## src/rtl/bsg_mem_1rw_sync_req_adapter_pkg.sv

```systemverilog
// Constants and helpers shared by the 1rw sync RAM request adapter.
// No ports; provides the response buffer depth and a safe clog2.
package bsg_mem_1rw_sync_req_adapter_pkg;

  localparam int fifo_els_lp = 2;

  function automatic int safe_clog2(input int n);
    return (n > 1) ? $clog2(n) : 1;
  endfunction

endpackage

```

## src/rtl/bsg_mem_1rw_sync_req_adapter_two_fifo.sv

```systemverilog
// Two-entry response buffer. The caller tracks occupancy and never
// overfills it.
// Ports:
//   clk_i, reset_n_i   clock, sync active-low reset
//   v_i, data_i        enqueue strobe and data
//   yumi_i             dequeue strobe
//   data_o             head entry
module bsg_mem_1rw_sync_req_adapter_two_fifo
  import bsg_mem_1rw_sync_req_adapter_pkg::*;
  #(parameter int width_p = 8)
  (input  logic               clk_i
  ,input  logic               reset_n_i
  ,input  logic               v_i
  ,input  logic [width_p-1:0] data_i
  ,input  logic               yumi_i
  ,output logic [width_p-1:0] data_o
  );

  logic [width_p-1:0] mem_r [fifo_els_lp];
  logic               wptr_r;
  logic               rptr_r;

  always_ff @(posedge clk_i) begin
    if (!reset_n_i) begin
      wptr_r <= 1'b0;
      rptr_r <= 1'b0;
    end else begin
      if (v_i)    wptr_r <= ~wptr_r;
      if (yumi_i) rptr_r <= ~rptr_r;
    end
  end

  // Storage needs no reset; pointers alone define what is valid.
  always_ff @(posedge clk_i) begin
    if (v_i) mem_r[wptr_r] <= data_i;
  end

  assign data_o = mem_r[rptr_r];

endmodule

```

## src/rtl/bsg_mem_1rw_sync_req_adapter.sv

```systemverilog
// Drives a 1rw sync RAM from a valid/ready request stream and returns
// read data on a valid/ready response stream without losing data.
// Ports:
//   clk_i, reset_n_i          clock, sync active-low reset
//   v_i,w_i,addr_i,data_i     request; ready_and_o accepts it
//   v_o,data_o,ready_and_i    read response stream
//   mem_v_o,mem_w_o,
//   mem_addr_o,mem_data_o     RAM control / write data
//   mem_data_i                RAM read data, one cycle after a read
module bsg_mem_1rw_sync_req_adapter
  import bsg_mem_1rw_sync_req_adapter_pkg::*;
  #(parameter int width_p       = 8
   ,parameter int els_p         = 16
   ,parameter int addr_width_lp = safe_clog2(els_p)
   )
  (input  logic                     clk_i
  ,input  logic                     reset_n_i
  ,input  logic                     v_i
  ,input  logic                     w_i
  ,input  logic [addr_width_lp-1:0] addr_i
  ,input  logic [width_p-1:0]       data_i
  ,output logic                     ready_and_o
  ,output logic                     v_o
  ,output logic [width_p-1:0]       data_o
  ,input  logic                     ready_and_i
  ,output logic                     mem_v_o
  ,output logic                     mem_w_o
  ,output logic [addr_width_lp-1:0] mem_addr_o
  ,output logic [width_p-1:0]       mem_data_o
  ,input  logic [width_p-1:0]       mem_data_i
  );

  logic               acc;
  logic               rd_inflight_r;
  logic [1:0]         count_r;
  logic [1:0]         used;
  logic               has_buf;
  logic               enq;
  logic               deq;
  logic [width_p-1:0] fifo_data;

  // Credits: every buffered or in-flight read holds a slot, so the
  // buffer can always absorb data the consumer refuses.
  assign used        = count_r + {1'b0, rd_inflight_r};
  assign ready_and_o = reset_n_i & (used < 2'(fifo_els_lp));
  assign acc         = v_i & ready_and_o;

  assign mem_v_o    = acc;
  assign mem_w_o    = w_i;
  assign mem_addr_o = addr_i;
  assign mem_data_o = data_i;

  // Buffered data is older than in-flight data, so it goes first.
  assign has_buf = (count_r != 2'd0);
  assign v_o     = has_buf | rd_inflight_r;
  assign data_o  = has_buf ? fifo_data : mem_data_i;

  assign enq = rd_inflight_r & (has_buf | ~ready_and_i);
  assign deq = v_o & ready_and_i & has_buf;

  always_ff @(posedge clk_i) begin
    if (!reset_n_i) begin
      rd_inflight_r <= 1'b0;
      count_r       <= 2'd0;
    end else begin
      rd_inflight_r <= acc & ~w_i;
      case ({enq, deq})
        2'b10:   count_r <= count_r + 2'd1;
        2'b01:   count_r <= count_r - 2'd1;
        default: count_r <= count_r;
      endcase
    end
  end

  bsg_mem_1rw_sync_req_adapter_two_fifo #(
    .width_p(width_p)
  ) fifo (
    .clk_i    (clk_i)
   ,.reset_n_i(reset_n_i)
   ,.v_i      (enq)
   ,.data_i   (mem_data_i)
   ,.yumi_i   (deq)
   ,.data_o   (fifo_data)
  );

endmodule

```

## config.mk

```make
export PLATFORM = sky130hd
export DESIGN_NAME = bsg_mem_1rw_sync_req_adapter
export DESIGN_NICKNAME = d
export VERILOG_FILES = /design/src/rtl/bsg_mem_1rw_sync_req_adapter_pkg.sv /design/src/rtl/bsg_mem_1rw_sync_req_adapter_two_fifo.sv /design/src/rtl/bsg_mem_1rw_sync_req_adapter.sv
export SDC_FILE = /design/constraint.sdc
export NUM_CORES = 1
export LEC_CHECK = 0
export CAP_MARGIN = 20
export CORE_UTILIZATION = 40
export CTS_CLUSTER_SIZE = 16
export DETAILED_ROUTE_END_ITERATION = 8
export PLACE_DENSITY = 0.8
export SLEW_MARGIN = 20
export SYNTH_ARGS = -nofsm -noshare
export SYNTH_HDL_FRONTEND = slang
export SYNTH_SLANG_ARGS = --single-unit
export TNS_END_PERCENT = 10
```

## constraint.sdc

```tcl
create_clock -name clk_i -period 1.85 [get_ports clk_i]
set_clock_uncertainty 0.05 [all_clocks]
set_input_delay 0.555 -clock clk_i [delete_from_list [all_inputs] [get_ports clk_i]]
set_output_delay 0.555 -clock clk_i [all_outputs]
set_load 0.02 [all_outputs]
```

==> impl_metrics.toml, run 1 <==
[outcome]
status = "finished with violations"
violations = "negative setup slack"

[sta]
finalWorstSetupSlack_ns = -0.106
slew_viol_final = 0
fin_crit_sh_pct = 106
setup_viol = 11
finalHoldViolCount = 0
whs_ns = 0.442
fmax_mhz = 511
final.min_clock_period_ns = 1.96
tightest_slew_ns = 0.266
maxSlewHeadroom_pct = 82.2
rsz0062_at_grt = "yes"

[floorplanning]
fp.dieH_um = 53.3
rows = 18
die_w_um = 53.3
core_area_sq_um = 2480
start_util_pct = 42.5
die_area_sq_um = 2840
ios = 49

[clock_network]
ctsHtreeMaxLevel = 1
cts-root-buf = "clkbuf_4"
insertion_delay_ns = 0.31
clock_sinks = 22
clk_path_buf_depth = 2
numCtsBuffers = 3
path_clk_slew_ns = 0.13
cts_tree = "yes"

[placed_design]
dp_hpwl_um = 1440
placed_cell_area_sq_um = 1390
portBuffers = 24
placedCellCount = 151
gp_congestion = 0.689

[global_route]
grt-ovfl-total = 0
grt_max_degree = 14
antenna_found_initial = 0
first_global_vias = 714
grt_pass1_wl_um = 2950
track_usage_pct = 15.0

[detailed_routing]
viasPerCell = 4.71
topRoutingLayerUsed = "met4"
route.met3.wl_um = 116
wl_per_cell_um = 12.3
dr_total_vias = 735
ant_nets = 0
wl_met1_um = 779
drcViolationCount = 0
wl_um = 1920
drt_iter0_drc = 4
drtPass1Iterations = 3
route.met2.wl_um = 982

[yosys]
avgSynthCellArea_sq_um = 11.8
synth_area_leaders = "edfxtp_1 (46%), dfxtp_1 (11%), buf_4 (9.3%)"
syn_area_sq_um = 1050
ys_ff_latch = 22
synthDistinctLibCells = 23
yosysTopAreaCell = "edfxtp_1"
synth_nets = 115
synth_cells = 89
yosysTopAreaCellShare_pct = 45.7
ys_seq_area_share_pct = 57.1
synth-warning-count = 0

[min_path]
worstHoldPathType = "register to register"

[final_layout]
drive_gt1_share_pct = 44.4
nets = 153
diodes = 0
final_cell_mix = "buf_4 (27), edfxtp_1 (16), mux2i_1 (9), buf_6 (9)"
design_area_sq_um = 1500
fin_cells = 156
final_common_cell = "buf_4"
syn2layout_area_growth_pct = 42.9

[pwr]
p_sw_share_pct = 26.5
combPwrFrac_pct = 30.9
power_leakage_uw = 0.000625
ir_drop_v = 0.000544
net-switching-power_uw = 357
p_clk_share_pct = 27.0
power.internal_uw = 989
p_per_area_nw_per_um2 = 895
seqPwrFrac_pct = 42.1

[critical_path]
cp_max_fo = 8
slowest_stage = "dfxtp_2"
max_stage_delay_ns = 0.35
critPathKind = "register to primary output"
critPathCaptureType = "primary output"
path_buf_inv = 2
crit_required_ns = 1.24
start_kind = "register"
path_cells = "or2_4 > buf_6 > nor2_1 > a21oi_1 > buf_4"
crit_family = "flip-flops"
arrival_ns = 1.35

[run]
maxCapViolations = 0
[cell usage after synthesis]
| cell type | number |
|---|---|
| and3_1 | 1 |
| and4b_1 | 1 |
| a21oi_1 | 8 |
| nand2_1 | 3 |
| o21ai_4 | 1 |
| or2_1 | 1 |
| o21ai_0 | 2 |
| clkbuf_2 | 1 |
| xnor2_1 | 3 |
| buf_2 | 1 |
| or3_2 | 1 |
| buf_6 | 1 |
| xor2_1 | 1 |
| and2_1 | 4 |
| edfxtp_1 | 16 |
| nor2_1 | 10 |
| inv_1 | 3 |
| dfxtp_1 | 6 |
| or3_1 | 1 |
| a21boi_1 | 1 |
| mux2i_1 | 9 |
| ha_1 | 1 |
| buf_4 | 13 |
[layout make-up]
cell class | instances | area, sq um
Sequential cell | 22 | 607
Timing Repair Buffer | 49 | 427
Inverter | 3 | 11.3
Tap cell | 30 | 37.5
Clock buffer | 3 | 22.5
Clock inverter | 1 | 30.0
Fill cell | 216 | 973
Multi-Input combinational cell | 48 | 369
[worst min-delay path, cell delays in order, from the launching register on]
cell     delay (ns)
dfxtp_1        0.35
nand2_1        0.06
mux2i_1        0.06
[timing repair]
action	CTS	global route
hold buffers	0	0
pin swaps	1	1
endpoints found under the setup margin	12	12
endpoints found under the hold margin	0	0
setup buffers	1	0
resized for setup	81	13
[worst paths after layout]
kind               startpoint          end  slack, ns  cells after the start
setup / recovery   count_r[0]    data_o[2]      -0.11                      5
hold / removal    fifo.wptr_r  fifo.wptr_r       0.44                      2
setup reg to reg   count_r[0]   count_r[1]       0.11                      6
hold reg to reg   fifo.wptr_r  fifo.wptr_r       0.44                      2
[through the flow]
stage / worst slack, ns / total power, uW / TNS (ns) / util (%)
2_1_floorplan: 0.0511 / 806 / 0 / -
3_3_place_gp: -0.583 / 943 / -8.23 / 56.2
3_5_place_dp: -0.575 / 950 / -9.31 / 56.2
4_1_cts: -0.103 / 1330 / -0.998 / 59.0
5_1_grt: -0.142 / 1400 / -1.39 / 60.7
6_report: -0.106 / 1350 / -0.910 / 60.7
[layer usage]
metal | up-vias | track usage [%]
li1 | 366 | -
met1 | 333 | 15.0
met5 | - | 0
met2 | 27 | 27.5
met3 | 9 | 3.45
met4 | 0 | 8.77
[flip-flops by register name, indices dropped and copies added, names as in the netlist, named ones only]
name / flops
fifo.mem_r: 16
count_r: 2
fifo.rptr_r: 1
fifo.wptr_r: 1
rd_inflight_r: 1
[power by group through the flow]
stage,sequential [uW],clock [uW],combinational [uW]
3_5_place_dp,575,0,375
3_3_place_gp,574,0,369
2_1_floorplan,569,0,237
5_1_grt,571,388,441
6_report,567,363,415
4_1_cts,567,370,390
[cells by family after synthesis]
kind of cell	count (synthesis)	share of synthesized area (%)
compound gates	12	7.02
xor+xnor	4	3.33
fa+ha+maj	1	1.19
buf+inv	19	12.4
flops	22	57.1
mux	9	8.56
simple gates	22	10.5
(Power assumes the default switching activity.)
==> run 2: changes to the inputs <==
--- a/config.mk
+++ b/config.mk
@@ -6,7 +6,9 @@
 export NUM_CORES = 1
 export LEC_CHECK = 0
 export CAP_MARGIN = 20
-export CORE_UTILIZATION = 40
+export CELL_PAD_IN_SITES_DETAIL_PLACEMENT = 1
+export CELL_PAD_IN_SITES_GLOBAL_PLACEMENT = 1
+export CORE_UTILIZATION = 30
 export CTS_CLUSTER_SIZE = 16
 export DETAILED_ROUTE_END_ITERATION = 8
 export PLACE_DENSITY = 0.8
==> run 2 against run 1 <==
  * The flow still finishes with violations (negative setup slack)
  * Cell area grew 2.9%
  * Sequential power shrank 1%
  * First-iteration DRC count grew 100%
  * Critical endpoint is now data_o[1]
  * Highest routed layer unchanged
==> impl_metrics.toml, run 2 (same netlist as run 1, synthesis figures left out) <==
[final_layout]
drive_gt1_share_pct = 53.6
reg_top3 = "fifo.mem_r (16), count_r (2)"
final_common_cell = "buf_4"
diodes = 0
final_cell_mix = "buf_4 (28), edfxtp_1 (16), a21oi_2 (8), dlygate4sd2_1 (8)"
design_area_sq_um = 1550
largest_reg_flops = 16
n_fill_cell = 384
nets = 153
ff_latch_area_sq_um = 604
syn2layout_area_growth_pct = 47.1
fin_cells = 171
multiInputGateArea_sq_um = 428
top_register = "fifo.mem_r"

[floorplanning]
start_util_pct = 31.5
fp.dieH_um = 61.2
die_w_um = 61.2
rows = 21
die_area_sq_um = 3750
ios = 49
core_area_sq_um = 3340

[outcome]
violations = "negative setup slack"
status = "finished with violations"

[sta]
fmax_mhz = 506
setup_viol = 11
slew_viol_final = 0
whs_ns = 0.438
tightest_slew_ns = 0.199
final.min_clock_period_ns = 1.98
finalWorstSetupSlack_ns = -0.128
fin_crit_sh_pct = 107
maxSlewHeadroom_pct = 86.3
rsz0062_at_grt = "yes"
finalHoldViolCount = 0

[critical_path]
slowest_stage = "dfxtp_2"
path_cells = "or2_4 > buf_12 > nor2_2 > a21oi_2 > buf_4"
arrival_ns = 1.37
critPathKind = "register to primary output"
start_kind = "register"
critPathCaptureType = "primary output"
max_stage_delay_ns = 0.34
crit_family = "simple AND/OR/NAND/NOR gates"
cp_max_fo = 16
crit_required_ns = 1.24
path_buf_inv = 2

[placed_design]
placedCellCount = 167
dp_hpwl_um = 1780
gp_congestion = 0.714
placed_cell_area_sq_um = 1420
portBuffers = 24

[global_route]
grt_max_degree = 17
grt_pass1_wl_um = 3700
grt-ovfl-total = 0
track_usage_pct = 13.8
antenna_found_initial = 0
first_global_vias = 839

[clock_network]
cts_tree = "yes"
clk_path_buf_depth = 2
ctsHtreeMaxLevel = 1
clock_sinks = 22
cts-root-buf = "clkbuf_4"
postCtsHoldBufs = 0
path_clk_slew_ns = 0.11
numCtsBuffers = 3
insertion_delay_ns = 0.30

[pwr]
p_clk_share_pct = 16.9
p_sw_share_pct = 30.6
p_per_area_nw_per_um2 = 809
net-switching-power_uw = 383
ir_drop_v = 0.000348
power_leakage_uw = 0.000606
seqPwrFrac_pct = 44.7
power.internal_uw = 869
combPwrFrac_pct = 38.4

[detailed_routing]
route.met3.wl_um = 103
route.met2.wl_um = 1250
wl_met1_um = 904
wl_per_cell_um = 13.3
drt_iter0_drc = 8
ant_nets = 0
drtPass1Iterations = 2
viasPerCell = 4.56
drcViolationCount = 0
dr_total_vias = 779
topRoutingLayerUsed = "met4"
wl_um = 2280

[min_path]
worstHoldPathType = "register to register"

[run]
maxCapViolations = 0
==> run 2: power groups by stage <==
| stage | Combinational, uW | Sequential [uW] | Clock (uW) |
|---|---|---|---|
| 2_1_floorplan | 237 | 569 | 0 |
| 3_3_place_gp | 395 | 566 | 0 |
| 3_5_place_dp | 416 | 568 | 0 |
| 4_1_cts | 447 | 560 | 220 |
| 5_1_grt | 515 | 562 | 241 |
| 6_report | 481 | 559 | 212 |
==> run 2: worst register-to-register path: stages (launching register included) <==
cell and delay, ns:
dfxtp_2 0.34, buf_6 0.12, buf_4 0.14, o21ai_1 0.16
inv_1 0.10, ha_4 0.17, xnor2_1 0.13, or3_1 0.32
a21boi_1 0.13
==> run 2: final timing paths <==
check / startpoint / endpoint / slack [ns] / depth (start not counted)
setup / recovery: count_r[1] / data_o[1] / -0.13 / 5
hold / removal: fifo.wptr_r / fifo.wptr_r / 0.44 / 2
setup reg to reg: count_r[0] / count_r[1] / 0.14 / 8
hold reg to reg: fifo.wptr_r / fifo.wptr_r / 0.44 / 2
==> run 2: per-layer routing <==
metal | up-vias | track usage (%)
met5 | - | 0
met4 | 0 | 3.90
met3 | 3 | 3.15
met2 | 26 | 28.0
met1 | 384 | 13.7
li1 | 366 | -
==> run 2: per-stage QoR <==
step	TNS, ns	power (uW)	setup WS (ns)	utilization (%)
2_1_floorplan	0	806	0.0511	-
3_3_place_gp	-7.40	961	-0.562	42.7
3_5_place_dp	-8.24	984	-0.610	42.7
4_1_cts	-1.10	1230	-0.113	44.4
5_1_grt	-1.66	1320	-0.171	46.4
6_report	-1.06	1250	-0.128	46.4
==> run 2: cell type report <==
type	count	area share (%)
Timing Repair Buffer	49	27.4
Clock buffer	3	1.46
Inverter	3	0.728
Multi-Input combinational cell	48	27.6
Tap cell	46	3.72
Sequential cell	22	39.0
==> run 2: timing repair <==
action / CTS / global route
pin swaps: 3 / 2
resized for setup: 92 / 14
setup endpoints to repair: 12 / 12
buffers inserted: 1 / 0
==> run 3: changes to the inputs <==
--- a/config.mk
+++ b/config.mk
@@ -6,12 +6,14 @@
 export NUM_CORES = 1
 export LEC_CHECK = 0
 export CAP_MARGIN = 20
-export CELL_PAD_IN_SITES_DETAIL_PLACEMENT = 1
-export CELL_PAD_IN_SITES_GLOBAL_PLACEMENT = 1
-export CORE_UTILIZATION = 30
+export CELL_PAD_IN_SITES_DETAIL_PLACEMENT = 2
+export CELL_PAD_IN_SITES_GLOBAL_PLACEMENT = 2
+export CORE_MARGIN = 1.5
+export CORE_UTILIZATION = 24
 export CTS_CLUSTER_SIZE = 16
 export DETAILED_ROUTE_END_ITERATION = 8
 export PLACE_DENSITY = 0.8
+export REMOVE_ABC_BUFFERS = 1
 export SLEW_MARGIN = 20
 export SYNTH_ARGS = -nofsm -noshare
 export SYNTH_HDL_FRONTEND = slang
==> run 3 against run 2 <==
  * The run still ends with negative setup slack left
  * Count of clock-buffer cells in the layout did not move
  * Via count increased by 0.39%
  * Die area is 28% higher
  * Setup slack gained 0.071 ns
  * Utilization decreased by 8.2 points
==> impl_metrics.toml, run 3 (same netlist as run 1, synthesis figures left out) <==
[global_route]
grt_use_met1_pct = 12.4
grt_max_degree = 14
first_global_vias = 925
globalRouteMet2Util_pct = 22.5
antenna_found_initial = 0
grt-ovfl-total = 0
grt_use_met3_pct = 4.65
top_usage_layer = "met2"
track_usage_pct = 11.9
grt_pass1_wl_um = 4570

[floorplanning]
die_w_um = 69.2
die_area_sq_um = 4790
rows = 23
fp.dieH_um = 69.2
start_util_pct = 25.6
core_area_sq_um = 4120
ios = 49

[sta]
fin_crit_sh_pct = 103
tightest_slew_ns = 0.219
finalWorstSetupSlack_ns = -0.0570
whs_ns = 0.450
finalHoldViolCount = 0
maxSlewHeadroom_pct = 85.0
setup_viol = 11
fmax_mhz = 524
slew_viol_final = 0
final.min_clock_period_ns = 1.91
rsz0062_at_grt = "yes"

[clock_network]
cts-root-buf = "clkbuf_8"
cts_tree = "yes"
ctsHtreeMaxLevel = 1
postCtsHoldBufs = 0
numCtsBuffers = 3
insertion_delay_ns = 0.26
clk_path_buf_depth = 2
path_clk_slew_ns = 0.08
clock_sinks = 22

[detailed_routing]
drt_iter0_drc = 5
viasPerCell = 4.52
ant_nets = 0
drtPass1Iterations = 4
wl_um = 2650
dr_total_vias = 782
wl_per_cell_um = 15.3
drcViolationCount = 0

[pwr]
ir_drop_v = 0.000296
p_per_area_nw_per_um2 = 931
finalPower_uw = 1460
power_leakage_uw = 0.000622

[min_path]
hp-start = "fifo.wptr_r"
min_path_cells = 2
min_to = "fifo.wptr_r"
worstHoldPathType = "register to register"

[critical_path]
rrSetupSlack_ns = 0.12
rr_worst_depth = 6
critPathCaptureType = "primary output"
cp_max_fo = 12
crit_required_ns = 1.24
r2r_end = "count_r[1]"
start_kind = "register"
arrival_ns = 1.30
critPathKind = "register to primary output"
r2r_start = "count_r[0]"

[final_layout]
syn2layout_area_growth_pct = 49.5
multiInputGateArea_sq_um = 425
diodes = 0
final_cell_mix = "buf_4 (26), edfxtp_1 (16), dlygate4sd2_1 (10)"
design_area_sq_um = 1570
nets = 150
ff_latch_area_sq_um = 607
drive_gt1_share_pct = 49.6
largest_reg_flops = 16
n_fill_cell = 435
final_common_cell = "buf_4"
reg_top3 = "fifo.mem_r (16), count_r (2)"
post-route-util_pct = 38.2
top_register = "fifo.mem_r"

[placed_design]
portBuffers = 24
gp_congestion = 0.631
post-place-ws_ns = -0.663
dp_hpwl_um = 1990
placed_cell_area_sq_um = 1380

[run]
maxCapViolations = 0

[outcome]
status = "finished with violations"
violations = "negative setup slack"
run 3: cell types whose count changed in the layout (fill, tap and decap cells not counted), moves of 2 or more:
| cell | change |
|---|---|
| a21oi_1 | +3 |
| a21oi_2 | -3 |
| clkbuf_4 | -3 |
| clkbuf_8 | +3 |
| buf_4 | -2 |
| clkdlybuf4s50_1 | -2 |
| dlygate4sd2_1 | +2 |
| mux2i_1 | +2 |
| mux2i_2 | -2 |
run 3: worst max-delay path by stage:
| stage | start | to | slack [ns] | cells past startpoint |
|---|---|---|---|---|
| after floorplan | count_r[0] | data_o[0] | 0.02 | 3 |
| after global placement | mem_data_i[0] | data_o[0] | -0.57 | 4 |
| after detailed placement | mem_data_i[6] | data_o[6] | -0.66 | 4 |
| after CTS | count_r[1] | data_o[0] | -0.07 | 5 |
| after global routing | count_r[1] | data_o[3] | -0.12 | 5 |
| final | count_r[0] | data_o[5] | -0.06 | 5 |
run 3: critical path, stage by stage (launching register included):
cell and delay, ns:
dfxtp_2 0.34, or2_4 0.25, buf_12 0.16, nor2_2 0.09
a21oi_2 0.04, buf_4 0.15
run 3: layout make-up:
class | instances | share of cell area [%]
sequential | 22 | 38.6
multi-input combinational | 48 | 27.0
clock inverter | 1 | 1.91
tap | 50 | 3.98
timing repair buffer | 46 | 25.1
inverter | 3 | 0.716
clock buffer | 3 | 2.63
run 3: layer usage:
| metal | share of wire, % | wire [um] |
|---|---|---|
| met1 | 37 | 969 |
| met4 | 0.53 | 14 |
| met5 | 0 | 0 |
| met3 | 7.2 | 191 |
| met2 | 56 | 1470 |
run 3: through the flow:
stage | TNS (ns) | instances
after floorplan | 0 | 73
after global placement | -7.37 | 166
after detailed placement | -8.79 | 166
after CTS | -0.615 | 171
after global routing | -1.06 | 173
final | -0.437 | 173
run 3: report_power, final:
group	switching [uW]	internal, uW
registers	20.5	549
logic	220	232
clock network	155	289
total	395	1070
run 3: what timing repair did:
item,in CTS,in global routing
pin swaps,3,3
endpoints found under the setup margin,13,12
hold endpoints to repair,0,0
setup buffers,1,2
gates resized for setup,94,13
